===== config.mk =====
export PLATFORM = sky130hd
export DESIGN_NAME = countdown_ctrl
export DESIGN_NICKNAME = d
export VERILOG_FILES = /design/src/rtl/countdown_ctrl.sv
export SDC_FILE = /design/constraint.sdc
export NUM_CORES = 1
export LEC_CHECK = 0
export BUFFER_PORTS_ARGS = -buffer_cell sky130_fd_sc_hd__buf_2
export CAP_MARGIN = 20
export CORE_UTILIZATION = 65
export DETAILED_ROUTE_END_ITERATION = 16
export PLACE_DENSITY = 0.84
export SLEW_MARGIN = 20
export SYNTH_ARGS = -nofsm -noshare
export SYNTH_HDL_FRONTEND = slang
export SYNTH_SLANG_ARGS = --single-unit

===== constraint.sdc =====
create_clock -name clk -period 3.35 [get_ports clk]
set_input_delay 0.1675 -clock clk [delete_from_list [all_inputs] [get_ports clk]]
set_output_delay 0.1675 -clock clk [all_outputs]
set_load 0.03 [all_outputs]

===== src/rtl/countdown_ctrl.sv =====
// countdown_ctrl: two-digit BCD countdown sequencer with run/pause/alarm
// control, one-second tick prescaler and buzzer enable.
module countdown_ctrl #(
    parameter int unsigned TICK_DIV       = 25000000,
    parameter int unsigned ALARM_SECS     = 5,
    parameter logic [7:0]  PRESET_DEFAULT = 8'h99
) (
    input  logic       clk,
    input  logic       rst,
    input  logic       btn_start,
    input  logic       btn_stop,
    input  logic       load,
    input  logic [7:0] preset,
    output logic [3:0] d1,
    output logic [3:0] d0,
    output logic       alarm,
    output logic [1:0] state
);

    localparam int unsigned PW = (TICK_DIV > 2) ? $clog2(TICK_DIV) : 1;
    localparam logic [PW-1:0] PRESC_LAST = PW'(TICK_DIV - 1);
    localparam logic [3:0]    ALARM_LAST = 4'(ALARM_SECS - 1);

    typedef enum logic [1:0] {
        IDLE  = 2'd0,
        RUN   = 2'd1,
        PAUSE = 2'd2,
        ALARM = 2'd3
    } state_t;

    state_t        st;
    logic [PW-1:0] presc;
    logic [3:0]    alarm_cnt;
    logic [7:0]    preset_q;
    logic          start_hist;
    logic          stop_hist;
    logic          start_press;
    logic          stop_press;
    logic          armed;

    logic          tick;
    logic          go_start;
    logic [7:0]    san;
    logic [7:0]    dec;

    function automatic logic [3:0] clamp9(input logic [3:0] n);
        return (n > 4'd9) ? 4'd9 : n;
    endfunction

    assign state = st;

    // Tick detect, sanitised preset, BCD decrement and press arbitration
    always_comb begin
        tick     = 1'b0;
        go_start = 1'b0;
        san      = {clamp9(preset[7:4]), clamp9(preset[3:0])};
        dec      = {d1, d0};
        if ((st == RUN || st == ALARM) && presc == PRESC_LAST) begin
            tick = 1'b1;
        end
        if (d0 == 4'd0) begin
            dec = {d1 - 4'd1, 4'd9};
        end else begin
            dec = {d1, d0 - 4'd1};
        end
        // stop wins over a simultaneous start
        go_start = start_press & ~stop_press;
    end

    // Button edge pipeline, prescaler, count and state machine
    always_ff @(posedge clk) begin
        if (!rst) begin
            st          <= IDLE;
            {d1, d0}    <= PRESET_DEFAULT;
            preset_q    <= PRESET_DEFAULT;
            alarm       <= 1'b0;
            presc       <= '0;
            alarm_cnt   <= '0;
            start_hist  <= 1'b0;
            stop_hist   <= 1'b0;
            start_press <= 1'b0;
            stop_press  <= 1'b0;
            armed       <= 1'b0;
        end else begin
            // armed masks the first cycle so a held button cannot fake an edge
            start_hist  <= btn_start;
            stop_hist   <= btn_stop;
            armed       <= 1'b1;
            start_press <= armed & btn_start & ~start_hist;
            stop_press  <= armed & btn_stop & ~stop_hist;

            case (st)
                IDLE: begin
                    presc     <= '0;
                    alarm_cnt <= '0;
                    alarm     <= 1'b0;
                    if (load) begin
                        {d1, d0} <= san;
                        preset_q <= san;
                    end
                    if (go_start && (load ? (san != 8'h00) : ({d1, d0} != 8'h00))) begin
                        st <= RUN;
                    end
                end

                RUN: begin
                    presc <= tick ? '0 : presc + 1'b1;
                    if (stop_press) begin
                        st <= PAUSE;
                    end else if (tick) begin
                        {d1, d0} <= dec;
                        if (dec == 8'h00) begin
                            st    <= ALARM;
                            alarm <= 1'b1;
                            presc <= '0;
                        end
                    end
                end

                PAUSE: begin
                    if (stop_press) begin
                        st <= IDLE;
                    end else if (start_press) begin
                        st <= RUN;
                    end
                end

                ALARM: begin
                    presc <= tick ? '0 : presc + 1'b1;
                    if (stop_press || (tick && alarm_cnt == ALARM_LAST)) begin
                        st        <= IDLE;
                        alarm     <= 1'b0;
                        {d1, d0}  <= preset_q;
                        alarm_cnt <= '0;
                        presc     <= '0;
                    end else if (tick) begin
                        alarm_cnt <= alarm_cnt + 4'd1;
                    end
                end

                default: st <= IDLE;
            endcase
        end
    end

endmodule


* After elaboration in Yosys (flattened, before gate mapping)
Cells that the tools add are included. Widths: inputs -> output; s select.
Word-level totals: bits in registers 53, input bits 13, word-level logic and storage cells 96
Operators by class: $add $sub $neg 4, magnitude comparators 2, eq/ne operators 15, multiplexer cells 38, bitwise logic cells 8, reductions and logical operators 17
Operators by type and width (number):
- $mux 25 | 5
- $pmux 25 s3 | 1
- $mux 4 | 12
- $add 25x1->25 const B | 1
- $eq 25x25->1 const B | 1
- $pmux 4 s3 | 2
- $reduce_bool 8->1 | 2
- $reduce_and 5->1 | 3
- $mux 2 | 7
- $gt 4x4->1 const B | 2
- $logic_not 8->1 | 1
- $mux 8 | 1
- $ne 2x2->1 const B | 4
- $pmux 2 s4 | 1
- $pmux 4 s2 | 1
- $sub 4x1->4 const B | 2
- $mux 1 | 7
- $ne 3x2->1 const B | 2
- $ne 3x3->1 const B | 2
- $and 1x1->1 | 5
- $add 4x1->4 const B | 1
- $eq 2x2->1 const B | 2
- $eq 4x3->1 const B | 1
- $logic_not 4->1 | 1
- 10 further kinds | 17

* Depth between registers and ports, before layout
Gate-level depths: netlist of the first run.
depth after elaboration 9, depth in mapped cells 10, depth with buffers taken out 8

* Worst setup path after synthesis of the first run
Ideal clock, no wire load.
path type reg-to-reg, start register d0[0], end register st[0], in the netlist state[0], library setup time 0.119 ns, data arrival time 2.350 ns, data required time 3.231 ns, setup slack 0.881 ns, stages on the path, launching flop included 10, cells stage by stage dfxtp_1 inv_1 ha_1 or3b_2 clkbuf_1 nor4_2 xor2_1 nor4_1 o221a_2 o221a_2
On the way: cells in the longest elaborated chain, start to end 5
Ends and longest elaborated chain:
- start: declaration | line 15 | output logic [3:0] d0,
- start signal: assignment | line 98 | {d1, d0} <= san;
- start signal: assignment | line 133 | {d1, d0} <= preset_q;
- $sub 4x1->4 (tied with other cells) | line 64 | dec = {d1, d0 - 4'd1};
- $mux 8 / $mux 1 (equally long branches) | line 61, 101
- $logic_not 8->1 / $logic_and 1x1->1 (equally long branches) | line 112, 101
- $ne 3x2->1 (no line) / $ne 2x2->1 (equally long branches)
- $reduce_and 5->1 (no line) (*)
- end signal: assignment | line 109 | st <= PAUSE;
- end signal: assignment | line 113 | st <= ALARM;
- end signal: assignment | line 122 | st <= IDLE;
- end: declaration | line 31 | state_t st;
Every way passes the cells marked *; elsewhere a longest branch is shown, timed or not. A chain may end at the register's enable or synchronous reset.

* Worst setup path in the final report of the first run
start register st[1], in the netlist state[1], end register presc[24]
On the way: cells in the longest elaborated chain, start to end 9
Ends and longest elaborated chain:
- start signal: assignment | line 73 | st <= IDLE;
- start signal: assignment | line 102 | st <= RUN;
- start signal: assignment | line 109
- $eq 2x1->1 / $eq 2x2->1 (equally long branches) | line 58, 92
- $logic_or 1x1->1 | line 58 | if ((st == RUN || st == ALARM) && presc == PRESC_LAST) begin
- $logic_and 1x1->1 | line 58
- $mux 1 | line 58
- $mux 25 | line 107, 129
- $mux 25 | line 112 | if (dec == 8'h00) begin
- $mux 25 | line 110 | end else if (tick) begin
- $mux 25 | line 108 | if (stop_press) begin
- $pmux 25 s3 | line 92 | case (st)
- end signal: assignment | line 107 | presc <= tick ? '0 : presc + 1'b1;
- end signal: assignment | line 129 | presc <= tick ? '0 : presc + 1'b1;
- end: declaration | line 32 | logic [PW-1:0] presc;
Parallel ways exist; a longest one is shown, timed or not.

==> impl_metrics.prom, run 1 <==
# TYPE chip_impl_metric gauge
chip_impl_metric{name="synth-seq-cells",unit=""} 53
chip_impl_metric{name="antenna-diode-count",unit=""} 0
chip_impl_metric{name="height_of_the_chip",unit="um"} 72.3
chip_impl_metric{name="synthesis.yosys.warnings",unit=""} 0
chip_impl_metric{name="cts_buffer_depth",unit=""} 2
chip_impl_info{name="r2r-start",value="state[1]"} 1
chip_impl_metric{name="cts.repair_timing.setup_buffer_count",unit=""} 0
chip_impl_metric{name="max_transition_margin",unit="%"} 47.6
chip_impl_metric{name="clock_sinks",unit=""} 53
chip_impl_metric{name="first_pass_grt_wire_length",unit="um"} 11800
chip_impl_metric{name="gate_power_share",unit="%"} 50.5
chip_impl_metric{name="switchingPower",unit="mW"} 1.07
chip_impl_metric{name="via_per_inst",unit=""} 6.24
chip_impl_info{name="outcome",value="complete, no violations"} 1
chip_impl_metric{name="clock_insertion_delay_worst_skew",unit="ps"} 300
chip_impl_metric{name="fmaxAchievable",unit="GHz"} 0.373
chip_impl_metric{name="die_width",unit="um"} 72.3
chip_impl_metric{name="totalWireLength",unit="um"} 7160
chip_impl_metric{name="cts-buffers-inserted",unit=""} 5
chip_impl_metric{name="setup_violating_endpoint_count_in_the_final_report",unit=""} 0
chip_impl_metric{name="grt_start_max_net_pins",unit=""} 40
chip_impl_info{name="worstHoldEndpoint",value="start_hist"} 1
chip_impl_metric{name="power-per-cell-area",unit="nW/um2"} 699
chip_impl_metric{name="finish.cell_count_without_fillers",unit=""} 463
chip_impl_metric{name="post-route-drc-count",unit=""} 0
chip_impl_metric{name="nFillCells",unit=""} 376
chip_impl_metric{name="critPathRequiredTime",unit="ps"} 3520
chip_impl_metric{name="cts_repair_resize_count",unit=""} 0
chip_impl_metric{name="critical_path_arrival",unit="ps"} 2850
chip_impl_info{name="rsz_0062_raised_after_global_routing",value="false"} 1
chip_impl_metric{name="cts-hold-fix-buffers",unit=""} 0
chip_impl_info{name="synth_flop_cell",value="dfxtp_1"} 1
chip_impl_metric{name="synthCells",unit=""} 383
chip_impl_metric{name="sequentialPowerShare",unit="%"} 34.8
chip_impl_metric{name="place.detailed.hpwl",unit="um"} 5210
chip_impl_metric{name="worstPathMaxFanout",unit=""} 25
chip_impl_metric{name="internal-power",unit="mW"} 1.31
chip_impl_metric{name="postSynth.asyncResetShare",unit="%"} 0
chip_impl_metric{name="synth_top_area_share",unit="%"} 33.0
chip_impl_metric{name="post_dp_cell_area",unit="um2"} 3310
chip_impl_metric{name="setup_slack",unit="ps"} 669
chip_impl_metric{name="vias",unit=""} 2890
chip_impl_metric{name="layout.cell_area.non_filler",unit="um2"} 3390
chip_impl_metric{name="worst_clock_skew_on_the_final_layout",unit="ps"} 4.68
chip_impl_info{name="synth_area_leader_cell",value="dfxtp_1"} 1
chip_impl_metric{name="leakage_power",unit="nW"} 1.27
chip_impl_info{name="holdCritPathClass",value="in -> reg"} 1
chip_impl_metric{name="timing_max_transition_violations_final",unit=""} 0
chip_impl_metric{name="synthesis.area",unit="um2"} 3210
chip_impl_metric{name="multiInputGateArea",unit="um2"} 1990
chip_impl_metric{name="power.share.switching",unit="%"} 45.0
chip_impl_info{name="crit-reg2reg-capture",value="presc[24]"} 1
chip_impl_metric{name="min_delay_path_depth",unit=""} 2
chip_impl_metric{name="core.rowCount",unit=""} 25
chip_impl_metric{name="layout-area-overhead-vs-synth",unit="%"} 5.61
chip_impl_metric{name="timing.final.hold_violations",unit=""} 0
chip_impl_metric{name="ir_drop",unit="mV"} 0.375
chip_impl_metric{name="p_clk_share",unit="%"} 14.7
chip_impl_metric{name="firstDrtPassIters",unit=""} 5
chip_impl_metric{name="dieArea",unit="um2"} 5230
chip_impl_metric{name="detail-route-antenna-nets",unit=""} 0
chip_impl_metric{name="initialDrtViolationCount",unit=""} 259
chip_impl_info{name="timing.hold.worst.start",value="btn_start"} 1
chip_impl_metric{name="gp_routability_congestion",unit=""} 0.924
chip_impl_info{name="worstSetupPathType",value="reg -> reg"} 1
chip_impl_metric{name="final_nets",unit=""} 422
chip_impl_info{name="clock_root_buffer",value="clkbuf_8"} 1
chip_impl_metric{name="worst_setup_hold_path_clk_slew",unit="ps"} 90
chip_impl_metric{name="timing.max_cap.violations",unit=""} 0
chip_impl_metric{name="htree_levels",unit=""} 2
chip_impl_metric{name="floorplan.initialDensity",unit="%"} 68.0
chip_impl_info{name="crit_path_start",value="state[1]"} 1
chip_impl_metric{name="fin_setup_tns",unit="ps"} 0
chip_impl_metric{name="io_buffers",unit=""} 23
chip_impl_metric{name="netlist-cell-type-count",unit=""} 67
chip_impl_metric{name="fin_crit",unit="ps"} 2680
chip_impl_metric{name="mean_cell_area_of_the_mapped_netlist",unit="um2"} 8.39
chip_impl_metric{name="worst_case_setup_slack_after_placement",unit="ps"} 725
chip_impl_metric{name="overflow",unit=""} 0
chip_impl_info{name="synth.top_cells.by_count",value="dfxtp_1, nand2_1, o21ai_0"} 1
chip_impl_metric{name="r2r_setup_slack",unit="ps"} 670
chip_impl_metric{name="numPlacedInstances",unit=""} 455
chip_impl_metric{name="synth_fp_nets",unit=""} 410
chip_impl_metric{name="ys_seq_area_share",unit="%"} 33.0
chip_impl_metric{name="register_area",unit="um2"} 1060
chip_impl_metric{name="drive_gt1_share",unit="%"} 13.6
chip_impl_metric{name="core_area",unit="um2"} 4720
chip_impl_info{name="yosys-top-cells-area",value="dfxtp_1, ha_1, nand2_1"} 1
chip_impl_metric{name="final.period_utilization",unit="%"} 80.0
chip_impl_metric{name="tightest_slew",unit="ps"} 780
chip_impl_metric{name="grt_util_all_layers",unit="%"} 28.6
chip_impl_info{name="tritoncts",value="built"} 1
chip_impl_metric{name="wl_per_cell",unit="um"} 15.5
chip_impl_info{name="endpoint_kind",value="register"} 1
chip_impl_metric{name="via_count_of_the_first_global_routing_pass",unit=""} 2476
chip_impl_metric{name="design.portCount",unit=""} 24
chip_impl_metric{name="number_of_antenna_violations_at_the_first_check_in_global_routing",unit=""} 0
chip_impl_info{name="critical_path.startpoint_type",value="register"} 1
chip_impl_info{name="most_frequently_used_cell_type_in_the_post_synthesis_netlist",value="dfxtp_1"} 1
chip_impl_metric{name="number_of_enable_type_register_cells_in_the_synthesized_netlist",unit=""} 0
chip_impl_metric{name="reg2reg_depth",unit=""} 7
## final cells by class
| type | count | area share [%] |
|---|---|---|
| inverter | 13 | 1.44 |
| timing repair buffer | 25 | 3.84 |
| clock buffer | 6 | 2.14 |
| clock inverter | 2 | 0.295 |
| tap | 67 | 2.47 |
| multi-input combinational | 297 | 58.5 |
| sequential | 53 | 31.3 |
## sequential cells by signal (all words and copies together) (netlist names)
| signal | count |
|---|---|
| preset_q | 8 |
| state | 2 |
| start_press | 1 |
| armed | 1 |
| stop_press | 1 |
| d1 | 4 |
| start_hist | 1 |
| stop_hist | 1 |
| alarm_cnt | 4 |
| presc | 25 |
| d0 | 4 |
| alarm | 1 |
## per-layer routing
metal | global-route usage [%] | routed length (um) | part of all wire (%) | vias to the layer above
li1 | - | - | - | 1424
met3 | 5.42 | 474 | 6.6 | 10
met4 | 8.06 | 95 | 1.3 | 0
met2 | 42.4 | 3120 | 44 | 100
met1 | 42.2 | 3470 | 48 | 1356
met5 | 0 | 0 | 0 | -
## power groups by stage
stage	Clock (mW)	Combinational (mW)	Sequential, mW
after floorplan	0	0.864	0.920
after global placement	0	1.15	0.831
after detailed placement	0	1.18	0.837
after CTS	0.356	1.19	0.822
after global routing	0.389	1.31	0.839
final	0.350	1.20	0.825
## worst max-delay path by stage
stage / endpoint / depth (start not counted)
after floorplan: state[0] / 9
after global placement: presc[24] / 6
after detailed placement: presc[24] / 7
after CTS: presc[24] / 7
after global routing: presc[24] / 7
final: presc[24] / 7
## worst max-delay path, cell delays in order (launching register included)
cell       delay [ps]
dfxtp_1           440
ha_1              430
or2_2             270
nand4_1           280
o2111ai_4         660
o21ba_2           240
o21ai_0           130
o41ai_1           100
## layout by cell type (no fill, tap or decap), types with 4 or more instances in the layout
cell type  netlist  layout
a21boi_0         5       5
a21oi_1         19      19
a221oi_1         4       4
a31oi_1          6       6
and2_1          10      10
buf_2            1      23
clkbuf_8         1       5
dfxtp_1         53      53
ha_1            14      14
inv_1           13      13
nand2_1         42      42
nand2b_1         9       9
nand3_1         11      11
nand4_1          5       5
nor2_1          20      20
nor2b_1          8       8
nor3_1           7       7
nor3b_1         11      11
o211ai_1         8       8
o21ai_0         27      27
o21ai_1         10      10
o31ai_1          9       9
xnor2_1          4       4
## kinds of logic (layout without fill, tap and decap cells)
family	after synthesis	count (layout)	share of synthesized area [%]
AOI/OAI and AO/OA	117	117	25.5
xor gates and xnor gates	6	6	1.64
adders and majority gates	14	14	5.45
buffers and inverters	33	46	5.14
DFF	53	53	33.0
muxes	3	3	0.935
and+or+nand+nor	157	157	28.3
## per-stage QoR
stage,hold WS [ps],power (mW),utilization [%]
4_1_cts,89.8,2.36,71.8
3_3_place_gp,402,1.98,70.1
5_1_grt,86.4,2.54,71.8
3_5_place_dp,410,2.01,70.1
6_report,92.5,2.37,71.8
2_1_floorplan,195,1.78,-
Note: power is estimated with default switching activity, not from simulation.
==> run 2, diff against run 1 <==
--- a/config.mk
+++ b/config.mk
@@ -7,9 +7,9 @@
 export LEC_CHECK = 0
 export BUFFER_PORTS_ARGS = -buffer_cell sky130_fd_sc_hd__buf_2
 export CAP_MARGIN = 20
-export CORE_UTILIZATION = 65
+export CORE_UTILIZATION = 54
 export DETAILED_ROUTE_END_ITERATION = 16
-export PLACE_DENSITY = 0.84
+export PLACE_DENSITY = 0.75
 export SLEW_MARGIN = 20
 export SYNTH_ARGS = -nofsm -noshare
 export SYNTH_HDL_FRONTEND = slang
==> constraint.sdc (replaced) <==
create_clock -name clk -period 2.2 [get_ports clk]
set_input_delay 0.11 -clock clk [delete_from_list [all_inputs] [get_ports clk]]
set_output_delay 0.11 -clock clk [all_outputs]
set_load 0.03 [all_outputs]
==> impl_metrics.prom, run 2 (synthesized netlist as in run 1, its figures left out) <==
# TYPE chip_impl_metric gauge
chip_impl_info{name="outcome",value="finished with violations"} 1
chip_impl_info{name="failing_checks",value="setup timing"} 1
chip_impl_metric{name="design.portCount",unit=""} 24
chip_impl_info{name="top_reg_by_flops",value="presc"} 1
chip_impl_info{name="holdCritPathClass",value="in -> reg"} 1
chip_impl_metric{name="post-route-drc-count",unit=""} 0
chip_impl_metric{name="setup_slack",unit="ps"} -65.7
chip_impl_metric{name="clock_sinks",unit=""} 53
chip_impl_metric{name="power-per-cell-area",unit="nW/um2"} 1150
chip_impl_metric{name="via_per_inst",unit=""} 6.08
chip_impl_metric{name="final_core_util",unit="%"} 73.3
chip_impl_metric{name="timing_max_transition_violations_final",unit=""} 0
chip_impl_metric{name="ir_drop",unit="mV"} 0.846
chip_impl_metric{name="largest_register_ffs",unit=""} 25
chip_impl_metric{name="detail-route-antenna-nets",unit=""} 0
chip_impl_info{name="tritoncts",value="built"} 1
chip_impl_info{name="layout_commonest_cell",value="dfxtp_1"} 1
chip_impl_metric{name="fmaxAchievable",unit="GHz"} 0.441
chip_impl_metric{name="totalWireLength",unit="um"} 8730
chip_impl_metric{name="wl_per_cell",unit="um"} 16.7
chip_impl_metric{name="final_nets",unit=""} 478
chip_impl_info{name="worstHoldEndpoint",value="stop_hist"} 1
chip_impl_metric{name="htree_levels",unit=""} 2
chip_impl_info{name="most-common-layout-cells",value="dfxtp_1, buf_4, nand2_1"} 1
chip_impl_info{name="crit-reg2reg-capture",value="alarm"} 1
chip_impl_metric{name="antenna-diode-count",unit=""} 0
chip_impl_metric{name="setup_violating_endpoint_count_in_the_final_report",unit=""} 7
chip_impl_metric{name="grt_util_all_layers",unit="%"} 27.9
chip_impl_metric{name="via_count_of_the_first_global_routing_pass",unit=""} 2915
chip_impl_metric{name="core_area",unit="um2"} 5610
chip_impl_metric{name="multiInputGateArea",unit="um2"} 2140
chip_impl_metric{name="reg2reg_depth",unit=""} 6
chip_impl_metric{name="firstDrtPassIters",unit=""} 5
chip_impl_metric{name="worst_setup_hold_path_clk_slew",unit="ps"} 100
chip_impl_metric{name="height_of_the_chip",unit="um"} 79.1
chip_impl_metric{name="critPathRequiredTime",unit="ps"} 2420
chip_impl_metric{name="number_of_antenna_violations_at_the_first_check_in_global_routing",unit=""} 0
chip_impl_info{name="critical_path.startpoint_type",value="register"} 1
chip_impl_metric{name="gp_routability_congestion",unit=""} 0.827
chip_impl_metric{name="totalPowerFinal",unit="mW"} 4.72
chip_impl_metric{name="core.rowCount",unit=""} 27
chip_impl_metric{name="grt_start_max_net_pins",unit=""} 24
chip_impl_info{name="worstSetupPathType",value="reg -> reg"} 1
chip_impl_metric{name="max_transition_margin",unit="%"} 57.5
chip_impl_metric{name="cts-buffers-inserted",unit=""} 5
chip_impl_metric{name="tightest_slew",unit="ps"} 633
chip_impl_metric{name="critical_path_arrival",unit="ps"} 2490
chip_impl_info{name="reg_top3",value="presc (25), preset_q (8)"} 1
chip_impl_metric{name="timing.final.hold_violations",unit=""} 0
chip_impl_info{name="rsz_0062_raised_after_global_routing",value="true"} 1
chip_impl_metric{name="floorplan.initialDensity",unit="%"} 57.3
chip_impl_metric{name="worst_clock_skew_on_the_final_layout",unit="ps"} 9.64
chip_impl_metric{name="vias",unit=""} 3187
chip_impl_info{name="timing.hold.worst.start",value="btn_stop"} 1
chip_impl_metric{name="drive_gt1_share",unit="%"} 31.4
chip_impl_metric{name="initialDrtViolationCount",unit=""} 214
chip_impl_metric{name="nFillCells",unit=""} 432
chip_impl_metric{name="layout-area-overhead-vs-synth",unit="%"} 28.0
chip_impl_info{name="clock_root_buffer",value="clkbuf_8"} 1
chip_impl_metric{name="die_width",unit="um"} 79.1
chip_impl_info{name="r2r-start",value="presc[8]"} 1
chip_impl_metric{name="overflow",unit=""} 0
chip_impl_metric{name="io_buffers",unit=""} 23
chip_impl_metric{name="dieArea",unit="um2"} 6260
chip_impl_metric{name="worstPathMaxFanout",unit=""} 4
chip_impl_metric{name="final.period_utilization",unit="%"} 103
chip_impl_info{name="endpoint_kind",value="register"} 1
chip_impl_metric{name="cts_buffer_depth",unit=""} 2
chip_impl_metric{name="fin_crit",unit="ps"} 2270
chip_impl_metric{name="timing.max_cap.violations",unit=""} 0
chip_impl_metric{name="clock_insertion_delay_worst_skew",unit="ps"} 320
chip_impl_metric{name="place.detailed.hpwl",unit="um"} 5880
chip_impl_metric{name="min_delay_path_depth",unit=""} 2
chip_impl_metric{name="r2r_setup_slack",unit="ps"} -70
chip_impl_metric{name="worst_case_setup_slack_after_placement",unit="ps"} -111
chip_impl_metric{name="first_pass_grt_wire_length",unit="um"} 13800
chip_impl_metric{name="register_area",unit="um2"} 1080
chip_impl_metric{name="leakage_power",unit="nW"} 1.64
==> run 2: cell types whose count changed in the layout (fill, tap and decap cells not counted), moves of 3 or more <==
cell / before / now
nand2_2: 0 / 4
dfxtp_2: 0 / 5
o21ai_2: 1 / 4
o21ai_0: 27 / 15
nand2_1: 42 / 38
o21ai_1: 10 / 19
dfxtp_4: 0 / 3
buf_4: 2 / 44
buf_6: 0 / 10
dfxtp_1: 53 / 45
==> run 2: cell type report <==
type,count,share of cell area (%)
clock buffer,6,2.28
tap,72,2.19
multi-input combinational,298,52.1
clock inverter,2,0.852
sequential,53,26.2
timing repair buffer,80,15.0
inverter,13,1.31
==> run 2: how the worst max path moves through the flow <==
stage | start | endpoint | cells after the start
finish | presc[8] | alarm | 6
global route | presc[8] | alarm | 6
CTS | presc[8] | alarm | 6
detailed placement | presc[8] | alarm | 6
global placement | d0[1] | state[0] | 9
floorplan | d0[1] | state[0] | 9
==> run 2: what timing repair did <==
item	CTS	global route
gates resized for setup	3	50
cloned	1	1
setup endpoints to repair	9	32
buffers inserted	4	7
pin swaps	6	13
hold buffers	0	0
==> run 2: report_power, final <==
group / switching [mW] / internal (mW)
Clock: 0.342 / 0.407
Combinational: 1.55 / 1.19
Sequential: 0.129 / 1.11
==> run 2: worst max-delay path, stage by stage, from the launching register on <==
cell and delay [ps]:
dfxtp_2 330, or4b_4 520, or4_4 490, buf_6 150
o41ai_4 340, nand2_1 100, o221a_1 240
==> run 2: per-stage QoR <==
| stage | setup TNS, ps | cells | hold WS, ps | area, um2 |
|---|---|---|---|---|
| 2_1_floorplan | -106 | 383 | 138 | 3260 |
| 3_3_place_gp | -11.2 | 504 | 327 | 3700 |
| 3_5_place_dp | -323 | 504 | 337 | 3700 |
| 4_1_cts | -139 | 516 | 1.62 | 3880 |
| 5_1_grt | -2020 | 524 | 4.00 | 4110 |
| 6_report | -219 | 524 | 3.55 | 4110 |
==> run 2: per-layer routing <==
metal  track usage (%)  wire [um]  up-vias
li1                  -          -     1552
met5                 0          0        -
met2              44.3       4070      105
met1              38.1       3980     1510
met4              8.73        180        0
met3              5.17        497       20
